--- src/rtl/dm_access_ctrl_pkg.sv ---
// -----------------------------------------------------------------------------
// dm_access_ctrl_pkg
// Shared definitions for the MEM-stage data-memory access controller:
//   - dmc_state_t : controller state encoding (DMC_IDLE / DMC_BUSY / DMC_DONE)
//   - DM_WE_RD / DM_WE_WR : bus write-enable encodings
//   - is_access() : true when the instruction in MEM touches data memory
// No ports (package).
// -----------------------------------------------------------------------------
package dm_access_ctrl_pkg;

   typedef enum logic [1:0] {
      DMC_IDLE = 2'd0,
      DMC_BUSY = 2'd1,
      DMC_DONE = 2'd2
   } dmc_state_t;

   localparam logic DM_WE_RD = 1'b0;
   localparam logic DM_WE_WR = 1'b1;

   function automatic logic is_access(input logic dm_r, input logic dm_w);
      return dm_r | dm_w;
   endfunction

endpackage

--- src/rtl/dm_timeout_cnt.sv ---
// -----------------------------------------------------------------------------
// dm_timeout_cnt
// Counts cycles spent waiting for a bus acknowledge and flags the cycle in
// which the wait budget runs out.
// Ports:
//   clk     in  pipeline clock, rising edge
//   rst_n   in  asynchronous active-low reset
//   load    in  restart the count (asserted on the cycle that enters BUSY)
//   enable  in  controller is waiting in BUSY this cycle
//   expire  out high during the TIMEOUT-th consecutive enabled cycle
// -----------------------------------------------------------------------------
module dm_timeout_cnt #(
   parameter int unsigned TIMEOUT = 16
) (
   input  logic clk,
   input  logic rst_n,
   input  logic load,
   input  logic enable,
   output logic expire
);

   localparam int unsigned CNT_W = $clog2(TIMEOUT + 1);

   logic [CNT_W-1:0] cnt;

   // cnt holds the number of BUSY cycles already completed, so it reads
   // TIMEOUT-1 during the last permitted BUSY cycle.
   assign expire = enable && (cnt == CNT_W'(TIMEOUT - 1));

   always_ff @(posedge clk or negedge rst_n) begin
      if (!rst_n) begin
         cnt <= '0;
      end else if (load) begin
         cnt <= '0;
      end else if (enable && !expire) begin
         cnt <= cnt + CNT_W'(1);
      end
   end

endmodule

--- src/rtl/dm_access_ctrl.sv ---
// -----------------------------------------------------------------------------
// dm_access_ctrl
// Sequences multi-cycle data-memory accesses for the MEM stage of the 5-stage
// MIPS pipeline. A load/store seen in EX/MEM is latched onto a req/ack bus,
// the upstream pipeline is frozen with mem_stall until the ack, and a
// one-cycle mem_valid strobe (plus captured load data) goes to MEM/WB.
//
// Optional feature: define DM_TIMEOUT_EN to abort an access after TIMEOUT
// BUSY cycles without ack (mem_err pulses with mem_valid, mem_rdata = 0).
// Without it BUSY waits forever and mem_err is tied low.
//
// Ports:
//   clk, rst_n                  clock, asynchronous active-low reset
//   ex_mem_dm_r / ex_mem_dm_w   load / store in MEM stage
//   ex_mem_alu_result           effective address
//   ex_mem_dm_w_data            store data
//   bus_req, bus_we             request (held until ack), 1 = write
//   bus_addr, bus_wdata         latched address / store data
//   bus_ack, bus_rdata          single-cycle completion pulse, read data
//   mem_stall                   freeze PC, IF/ID, ID/EX, EX/MEM
//   mem_valid, mem_rdata        completion strobe, captured load data
//   mem_err                     timeout strobe
// -----------------------------------------------------------------------------
module dm_access_ctrl
   import dm_access_ctrl_pkg::*;
#(
   parameter int unsigned ADDR_W  = 32,
   parameter int unsigned DATA_W  = 32,
   parameter int unsigned TIMEOUT = 16
) (
   input  logic              clk,
   input  logic              rst_n,
   input  logic              ex_mem_dm_r,
   input  logic              ex_mem_dm_w,
   input  logic [31:0]       ex_mem_alu_result,
   input  logic [DATA_W-1:0] ex_mem_dm_w_data,
   output logic              bus_req,
   output logic              bus_we,
   output logic [ADDR_W-1:0] bus_addr,
   output logic [DATA_W-1:0] bus_wdata,
   input  logic              bus_ack,
   input  logic [DATA_W-1:0] bus_rdata,
   output logic              mem_stall,
   output logic              mem_valid,
   output logic [DATA_W-1:0] mem_rdata,
   output logic              mem_err
);

   dmc_state_t state;
   logic       access;

   assign access = is_access(ex_mem_dm_r, ex_mem_dm_w);

   // Stall while a new access is being picked up and for the whole wait.
   // Gated with rst_n so the freeze releases the moment reset is applied,
   // even though the aborted instruction still sits in EX/MEM.
   assign mem_stall = rst_n & (((state == DMC_IDLE) & access) | (state == DMC_BUSY));

`ifdef DM_TIMEOUT_EN
   logic tmo_expire;

   dm_timeout_cnt #(
      .TIMEOUT (TIMEOUT)
   ) u_timeout (
      .clk    (clk),
      .rst_n  (rst_n),
      .load   ((state == DMC_IDLE) & access),
      .enable (state == DMC_BUSY),
      .expire (tmo_expire)
   );
`else
   assign mem_err = 1'b0;
`endif

   // Controller FSM with registered bus and completion outputs. DONE always
   // returns to IDLE so the completing instruction, still visible in EX/MEM
   // during DONE, cannot retrigger a second access. An ack takes priority
   // over a timeout landing in the same cycle.
   always_ff @(posedge clk or negedge rst_n) begin
      if (!rst_n) begin
         state     <= DMC_IDLE;
         bus_req   <= 1'b0;
         bus_we    <= DM_WE_RD;
         bus_addr  <= '0;
         bus_wdata <= '0;
         mem_valid <= 1'b0;
         mem_rdata <= '0;
`ifdef DM_TIMEOUT_EN
         mem_err   <= 1'b0;
`endif
      end else begin
         case (state)
            DMC_IDLE: begin
               if (access) begin
                  state     <= DMC_BUSY;
                  bus_req   <= 1'b1;
                  bus_we    <= ex_mem_dm_w ? DM_WE_WR : DM_WE_RD;
                  bus_addr  <= ex_mem_alu_result[ADDR_W-1:0];
                  bus_wdata <= ex_mem_dm_w_data;
               end
            end
            DMC_BUSY: begin
               if (bus_ack) begin
                  state     <= DMC_DONE;
                  bus_req   <= 1'b0;
                  mem_valid <= 1'b1;
                  if (bus_we == DM_WE_RD) begin
                     mem_rdata <= bus_rdata;
                  end
               end
`ifdef DM_TIMEOUT_EN
               else if (tmo_expire) begin
                  state     <= DMC_DONE;
                  bus_req   <= 1'b0;
                  mem_valid <= 1'b1;
                  mem_rdata <= '0;
                  mem_err   <= 1'b1;
               end
`endif
            end
            DMC_DONE: begin
               state     <= DMC_IDLE;
               mem_valid <= 1'b0;
`ifdef DM_TIMEOUT_EN
               mem_err   <= 1'b0;
`endif
            end
            default: begin
               state <= DMC_IDLE;
            end
         endcase
      end
   end

endmodule

--- config.mk ---
export PLATFORM = sky130hd
export DESIGN_NAME = dm_access_ctrl
export DESIGN_NICKNAME = d
export VERILOG_FILES = /design/src/rtl/dm_access_ctrl_pkg.sv /design/src/rtl/dm_timeout_cnt.sv /design/src/rtl/dm_access_ctrl.sv
export SDC_FILE = /design/constraint.sdc
export NUM_CORES = 1
export LEC_CHECK = 0
export BUFFER_PORTS_ARGS = -buffer_cell sky130_fd_sc_hd__buf_2
export CORE_UTILIZATION = 45
export CTS_CLUSTER_DIAMETER = 60
export DETAILED_ROUTE_END_ITERATION = 10
export GPL_ROUTABILITY_DRIVEN = 0
export PLACE_DENSITY_LB_ADDON = 0.05
export SYNTH_ARGS = -nofsm -noshare
export SYNTH_HDL_FRONTEND = slang
export SYNTH_HIERARCHICAL = 1
export SYNTH_SLANG_ARGS = --single-unit
--- constraint.sdc ---
create_clock -name clk -period 1.98 [get_ports clk]
set_input_delay 0.594 -clock clk [delete_from_list [all_inputs] [get_ports clk]]
set_output_delay 0.594 -clock clk [all_outputs]
set_load 0.05 [all_outputs]
==> results of run 1 <==
## synthesized netlist by cell type
| master | instances | area (sq um) |
|---|---|---|
| sky130_fd_sc_hd__dfrtp_1 | 101 | 2530 |
| sky130_fd_sc_hd__nor2b_4 | 1 | 13.8 |
| sky130_fd_sc_hd__a21oi_1 | 1 | 5.00 |
| sky130_fd_sc_hd__mux2_4 | 30 | 450 |
| sky130_fd_sc_hd__conb_1 | 1 | 3.75 |
| sky130_fd_sc_hd__nor3_1 | 1 | 5.00 |
| sky130_fd_sc_hd__a22o_1 | 1 | 8.76 |
| sky130_fd_sc_hd__buf_2 | 1 | 5.00 |
| sky130_fd_sc_hd__a211oi_1 | 1 | 7.51 |
| sky130_fd_sc_hd__a211o_1 | 1 | 8.76 |
| sky130_fd_sc_hd__nand2b_1 | 1 | 6.26 |
| sky130_fd_sc_hd__buf_12 | 3 | 60.1 |
| sky130_fd_sc_hd__mux2_2 | 66 | 743 |
| sky130_fd_sc_hd__nor2_1 | 1 | 3.75 |
| sky130_fd_sc_hd__buf_4 | 2 | 15.0 |
| sky130_fd_sc_hd__buf_6 | 6 | 67.6 |
| sky130_fd_sc_hd__nor2b_1 | 1 | 6.26 |
| sky130_fd_sc_hd__nor3b_1 | 1 | 7.51 |
| sky130_fd_sc_hd__o21ai_0 | 1 | 5.00 |
| sky130_fd_sc_hd__and3b_1 | 1 | 8.76 |
| sky130_fd_sc_hd__o21a_1 | 1 | 7.51 |
| sky130_fd_sc_hd__nand2_1 | 2 | 7.51 |
## metrics by stage
step	area [sq um]	instances	util, %	worst slack, ns	hold WS [ns]
after floorplan	3980	225	-	0.0793	0.298
after global placement	5050	523	60.3	0.142	0.484
after detailed placement	5050	523	60.3	0.110	0.489
after CTS	5240	539	62.5	0.0116	0.358
after global routing	5240	539	62.5	0.00722	0.367
final	5240	539	62.5	0.0517	0.325
## worst max-delay path by stage
| stage | from | to | slack (ns) | depth (start not counted) |
|---|---|---|---|---|
| 2_1_floorplan | ex_mem_dm_w | mem_stall | 0.08 | 2 |
| 3_5_place_dp | ex_mem_dm_w | mem_stall | 0.11 | 4 |
| 5_1_grt | state[0]$_DFFE_PN0P_ | mem_stall | 0.007 | 3 |
| 3_3_place_gp | ex_mem_dm_w | mem_stall | 0.14 | 4 |
| 4_1_cts | state[0]$_DFFE_PN0P_ | mem_stall | 0.01 | 3 |
| 6_report | state[0]$_DFFE_PN0P_ | mem_stall | 0.05 | 3 |
## final cells by class
class / instances / area (sq um)
clock buffers: 9 / 124
clock inverters: 7 / 55.1
fillers: 690 / 3140
multi-input cells: 112 / 1310
flip-flops and latches: 101 / 2530
well taps: 105 / 131
repair buffers: 205 / 1090
## cells by family (layout without fill, tap and decap cells)
| family | Yosys count | in the layout | synth area share [%] |
|---|---|---|---|
| DFF | 101 | 101 | 63.6 |
| and+or+nand+nor | 9 | 9 | 1.48 |
| buffers and inverters | 12 | 221 | 3.72 |
| other | 1 | 1 | 0.0944 |
| AOI/OAI and AO/OA | 6 | 6 | 1.07 |
| muxes | 96 | 96 | 30.0 |
## per-layer routing
layer	GRT usage, %	wire length, microns
met5	0	0
met4	5.97	121
met3	7.27	779
met2	31.9	4230
met1	21.4	3260
## critical path: stages (launching register included)
cell and delay, ns:
sky130_fd_sc_hd__dfrtp_2 0.46, sky130_fd_sc_hd__nor3_2 0.24, sky130_fd_sc_hd__nor3b_2 0.07, sky130_fd_sc_hd__buf_2 0.21
## flip-flops by register name (all words and copies together), names as in the netlist
name,cells
bus_addr,32
bus_wdata,32
mem_rdata,32
state,2
bus_req,1
bus_we,1
mem_valid,1
## what timing repair did
action                     in CTS  in global routing
gates cloned                    0                  0
gates resized for setup         1                  1
setup endpoints to repair       1                  1
==> results.txt, run 1 <==
----------------------------------------------------
[Routing]
  Number of remaining DRC errors ... 0
  Antenna-violating nets left ... 0
  Drt first-iter violations ... 41
  Routed Wire Length ... 8390 microns
  Detail-routed net length per standard cell ... 15.6 microns
  Detailed-router iteration count before antenna repair ... 2
  Vias post-DR ... 2,570
  Vias per inst ... 4.77

[Final layout]
  Leading cell types in the layout, fill and taps excluded ... 199 x sky130_fd_sc_hd__buf_2, 100 x sky130_fd_sc_hd__dfrtp_1, 66 x sky130_fd_sc_hd__mux2_2
  Most frequent standard cell in the layout excluding fill and tap cells ... sky130_fd_sc_hd__buf_2
  Area growth from synthesis to layout ... 31.9%
  Final layout net count ... 530
  Fraction of layout instances using a drive strength above 1 ... 74.2%
  Total inserted antenna cells ... 0

[Die]
  # rows ... 33
  # IOs ... 202
  Die Y ... 96.0 microns
  Initial Util ... 47.4%
  Horizontal die dimension ... 96.0 microns
  Area of the die ... 9210 sq um
  Floorplan core area ... 8380 sq um

[STA]
  Unrepaired setup endpoints after global routing ... false
  Worst slew margin relative to its limit ... 65.0%
  Final number of setup-violating endpoints ... 0
  Max-slew violation count ... 0
  Achievable clock frequency ... 519 MHz
  Total Negative Setup Slacks ... 0 ns
  Worst Max-Slew Pin Slew ... 0.525 ns
  Post-route fraction of the period consumed by the critical path ... 97.4%
  Crit path time final ... 1.93 ns
  Final setup skew ... 0.00658 ns
  Hold violation total from the final report ... 0

[Worst setup path]
  Crit path required time ... 1.39 ns
  Data arrival time of the worst path ... 1.33 ns
  Worst reg2reg path startpoint ... state[1]$_DFFE_PN0P_
  Reg-to-reg slack, setup ... 0.37 ns
  End of the worst register-to-register path ... bus_wdata[14]$_DFFE_PN0P_
  Critical Path Fanout Max ... 7
  Element type at the critical path start ... register
  Setup crit end kind ... primary output
  Depth of the worst register-to-register path ... 4
  WS Path Type ... reg -> out

[Global routing]
  Number of global-route vias before repair ... 2,633
  Antenna violations before repair ... 0
  Global-route wire length before repair ... 12,800 microns
  Global route overflow ... 0
  Total global-route track usage ... 18.6%
  Largest net degree at the start of global routing ... 102

[Clock tree]
  H-tree lvl count ... 3
  Root Driver ... sky130_fd_sc_hd__clkbuf_8
  Total clock buffers created by CTS ... 9
  Post-CTS repair timing setup buffer count ... 0
  Clock tree buffer depth ... 2
  Clock slew at reported path FFs ... 0.10 ns
  Number of clock sinks ... 101
  CTS tree ... done
  Clock insertion delay at the later pin of the skew report ... 0.36 ns
  Number of hold-repair buffers added at the cts stage ... 0

[Logic synthesis]
  Sequential-to-total area share from yosys stat ... 63.6%
  FF+latch count, synth ... 101
  Yosys warns ... 6
  Syn_nets ... 326
  Number of distinct library cells after synthesis ... 22
  Number of instances in the synthesized netlist ... 225
  Cell area after synthesis ... 3970 sq um
  Mean area per synthesized cell ... 17.7 sq um

[Worst hold path]
  Min-Delay Path Class ... in -> async

[Place]
  Count of buffers from port buffering ... 200
  Placed wire-length estimate ... 6220 microns

[Run status]
  Run status ... finished clean

[Run]
  MaxCap Viol Count ... 0

----------------------------------------------------
Power of run 1 is not shown: default switching activity piles up to over one toggle a cycle in this logic, so the estimate is an artifact.
==> inputs of run 2 (changes only) <==
--- a/config.mk
+++ b/config.mk
@@ -5,12 +5,13 @@
 export SDC_FILE = /design/constraint.sdc
 export NUM_CORES = 1
 export LEC_CHECK = 0
-export BUFFER_PORTS_ARGS = -buffer_cell sky130_fd_sc_hd__buf_2
-export CORE_UTILIZATION = 45
+export CORE_UTILIZATION = 50
 export CTS_CLUSTER_DIAMETER = 60
 export DETAILED_ROUTE_END_ITERATION = 10
+export DONT_BUFFER_PORTS = 1
 export GPL_ROUTABILITY_DRIVEN = 0
 export PLACE_DENSITY_LB_ADDON = 0.05
+export SETUP_SLACK_MARGIN = 0.5
 export SYNTH_ARGS = -nofsm -noshare
 export SYNTH_HDL_FRONTEND = slang
 export SYNTH_HIERARCHICAL = 1
==> results.txt, run 2 (same netlist as run 1, synthesis figures left out) <==
----------------------------------------------------
[Routing]
  Detailed-router iteration count before antenna repair ... 4
  Vias per inst ... 5.56
  Antenna-violating nets left ... 0
  Number of remaining DRC errors ... 0
  Detail-routed net length per standard cell ... 24.0 microns
  Drt first-iter violations ... 38
  Routed Wire Length ... 8750 microns
  Vias post-DR ... 2,025

[Clock tree]
  Number of clock sinks ... 101
  Total clock buffers created by CTS ... 9
  CTS tree ... done
  Clock insertion delay at the later pin of the skew report ... 0.36 ns
  Root Driver ... sky130_fd_sc_hd__clkbuf_8
  H-tree lvl count ... 3
  Clock tree buffer depth ... 2
  Clock slew at reported path FFs ... 0.10 ns

[STA]
  Worst slack on hold paths ... -0.0800 ns
  Final number of setup-violating endpoints ... 0
  Achievable clock frequency ... 566 MHz
  Crit path time final ... 1.77 ns
  Unrepaired setup endpoints after global routing ... true
  Final setup skew ... 0.0157 ns
  Total Negative Setup Slacks ... 0 ns
  Post-route fraction of the period consumed by the critical path ... 89.3%
  Max-slew violation count ... 0
  Hold violation total from the final report ... 101

[Global routing]
  Number of global-route vias before repair ... 2,291
  M3 GR Usage ... 9.30%
  Global-route wire length before repair ... 13,200 microns
  Global route overflow ... 0
  Global routing usage on met1 ... 24.9%
  Total global-route track usage ... 21.3%
  Antenna violations before repair ... 0
  GRT met2 Usage ... 35.5%
  Largest net degree at the start of global routing ... 103
  Most used routing layer ... met2

[Final layout]
  Fraction of layout instances using a drive strength above 1 ... 95.0%
  Area taken by multi-input logic gates ... 1340 sq um
  Layout fillers ... 520
  Most frequent standard cell in the layout excluding fill and tap cells ... sky130_fd_sc_hd__dfrtp_2
  Final standard cell area without fillers ... 4900 sq um
  Largest registers in the final layout ... bus_addr: 32 flops, bus_wdata: 32 flops, mem_rdata: 32 flops
  Footprint of the flip-flops and latches ... 2650 sq um
  Final layout net count ... 358
  Area growth from synthesis to layout ... 23.4%
  Number of non-filler instances in the completed layout ... 364
  Total inserted antenna cells ... 0
  Leading cell types in the layout, fill and taps excluded ... 100 x sky130_fd_sc_hd__dfrtp_2, 64 x sky130_fd_sc_hd__mux2_2, 32 x sky130_fd_sc_hd__mux2_4

[Worst setup path]
  Reg-to-reg slack, setup ... 0.24 ns
  Critical Path Fanout Max ... 2
  Crit path required time ... 1.39 ns
  WP buf/inv ... 1
  Setup crit end kind ... primary output
  Worst stage delay on the critical path ... 0.43 ns
  Critical-path cell list ... nor3_4 > nor3b_4 > buf_6
  WS Path Type ... reg -> out
  Slowest cell on crit path ... sky130_fd_sc_hd__dfrtp_2
  Data arrival time of the worst path ... 1.17 ns
  Element type at the critical path start ... register
  Worst reg2reg path startpoint ... state[1]$_DFFE_PN0P_
  CP delay by family, top ... flip-flops
  Cell count along the critical path ... 3
  Critical Path Start ... state[0]$_DFFE_PN0P_
  Depth of the worst register-to-register path ... 6

[Run]
  MaxCap Viol Count ... 0

[Die]
  Floorplan core area ... 7690 sq um
  # IOs ... 202
  Initial Util ... 51.7%
  Die Y ... 91.2 microns
  Horizontal die dimension ... 91.2 microns
  Area of the die ... 8310 sq um
  # rows ... 32

[Place]
  Total instance count after detailed placement ... 320
  Placed wire-length estimate ... 4910 microns
  Placed inst area ... 4040 sq um
  Count of buffers from port buffering ... 0

[Run status]
  Run status ... finished with violations
  Failing checks ... hold timing

[Worst hold path]
  Min-Delay Path Class ... in -> async

----------------------------------------------------
## run 2: worst reg2reg max path, stage by stage, from the launching register on
cell,delay (ns)
sky130_fd_sc_hd__dfrtp_2,0.44
sky130_fd_sc_hd__buf_6,0.14
sky130_fd_sc_hd__and3b_1,0.23
sky130_fd_sc_hd__nor2b_4,0.23
sky130_fd_sc_hd__buf_12,0.14
sky130_fd_sc_hd__clkbuf_16,0.15
sky130_fd_sc_hd__mux2_4,0.31
## run 2: path summary, 6_finish.rpt
check	to
max in group asynchronous	state[0]$_DFFE_PN0P_
hold reg to reg	mem_valid$_DFFE_PN0P_
min in group clk	state[0]$_DFFE_PN0P_
hold / removal	mem_rdata[11]$_DFFE_PN0P_
setup / recovery	mem_stall
setup reg to reg	mem_rdata[8]$_DFFE_PN0P_
## run 2: layer usage
| metal | routed length [microns] | up-vias |
|---|---|---|
| met5 | 0 | - |
| met4 | 167 | 0 |
| met3 | 810 | 16 |
| met2 | 4460 | 122 |
| met1 | 3310 | 1035 |
| li1 | - | 852 |
## run 2: cell type report
type	count	area share [%]
tap	102	2.60
sequential	101	54.1
timing repair buffer	33	11.8
multi-input combinational	112	27.4
clock inverter	5	1.22
clock buffer	11	2.88
## run 2: repair_timing
item / 4_1_cts / 5_1_grt
cloned: 8 / 3
hold endpoints to repair: 101 / 101
pin swaps: 3 / 1
gates resized for setup: 116 / 5
endpoints found under the setup margin: 196 / 196
setup buffers: 12 / 5
## run 2: through the flow
stage | setup slack (ns) | util [%] | hold slack (ns)
after CTS | 0.197 | 61.8 | -0.0949
after floorplan | 0.254 | - | 0.298
after detailed placement | 0.287 | 52.6 | 0.300
final | 0.212 | 63.8 | -0.0800
after global placement | 0.326 | 52.6 | 0.301
after global routing | 0.141 | 63.8 | -0.115
Power of run 2 is left out for the same reason.
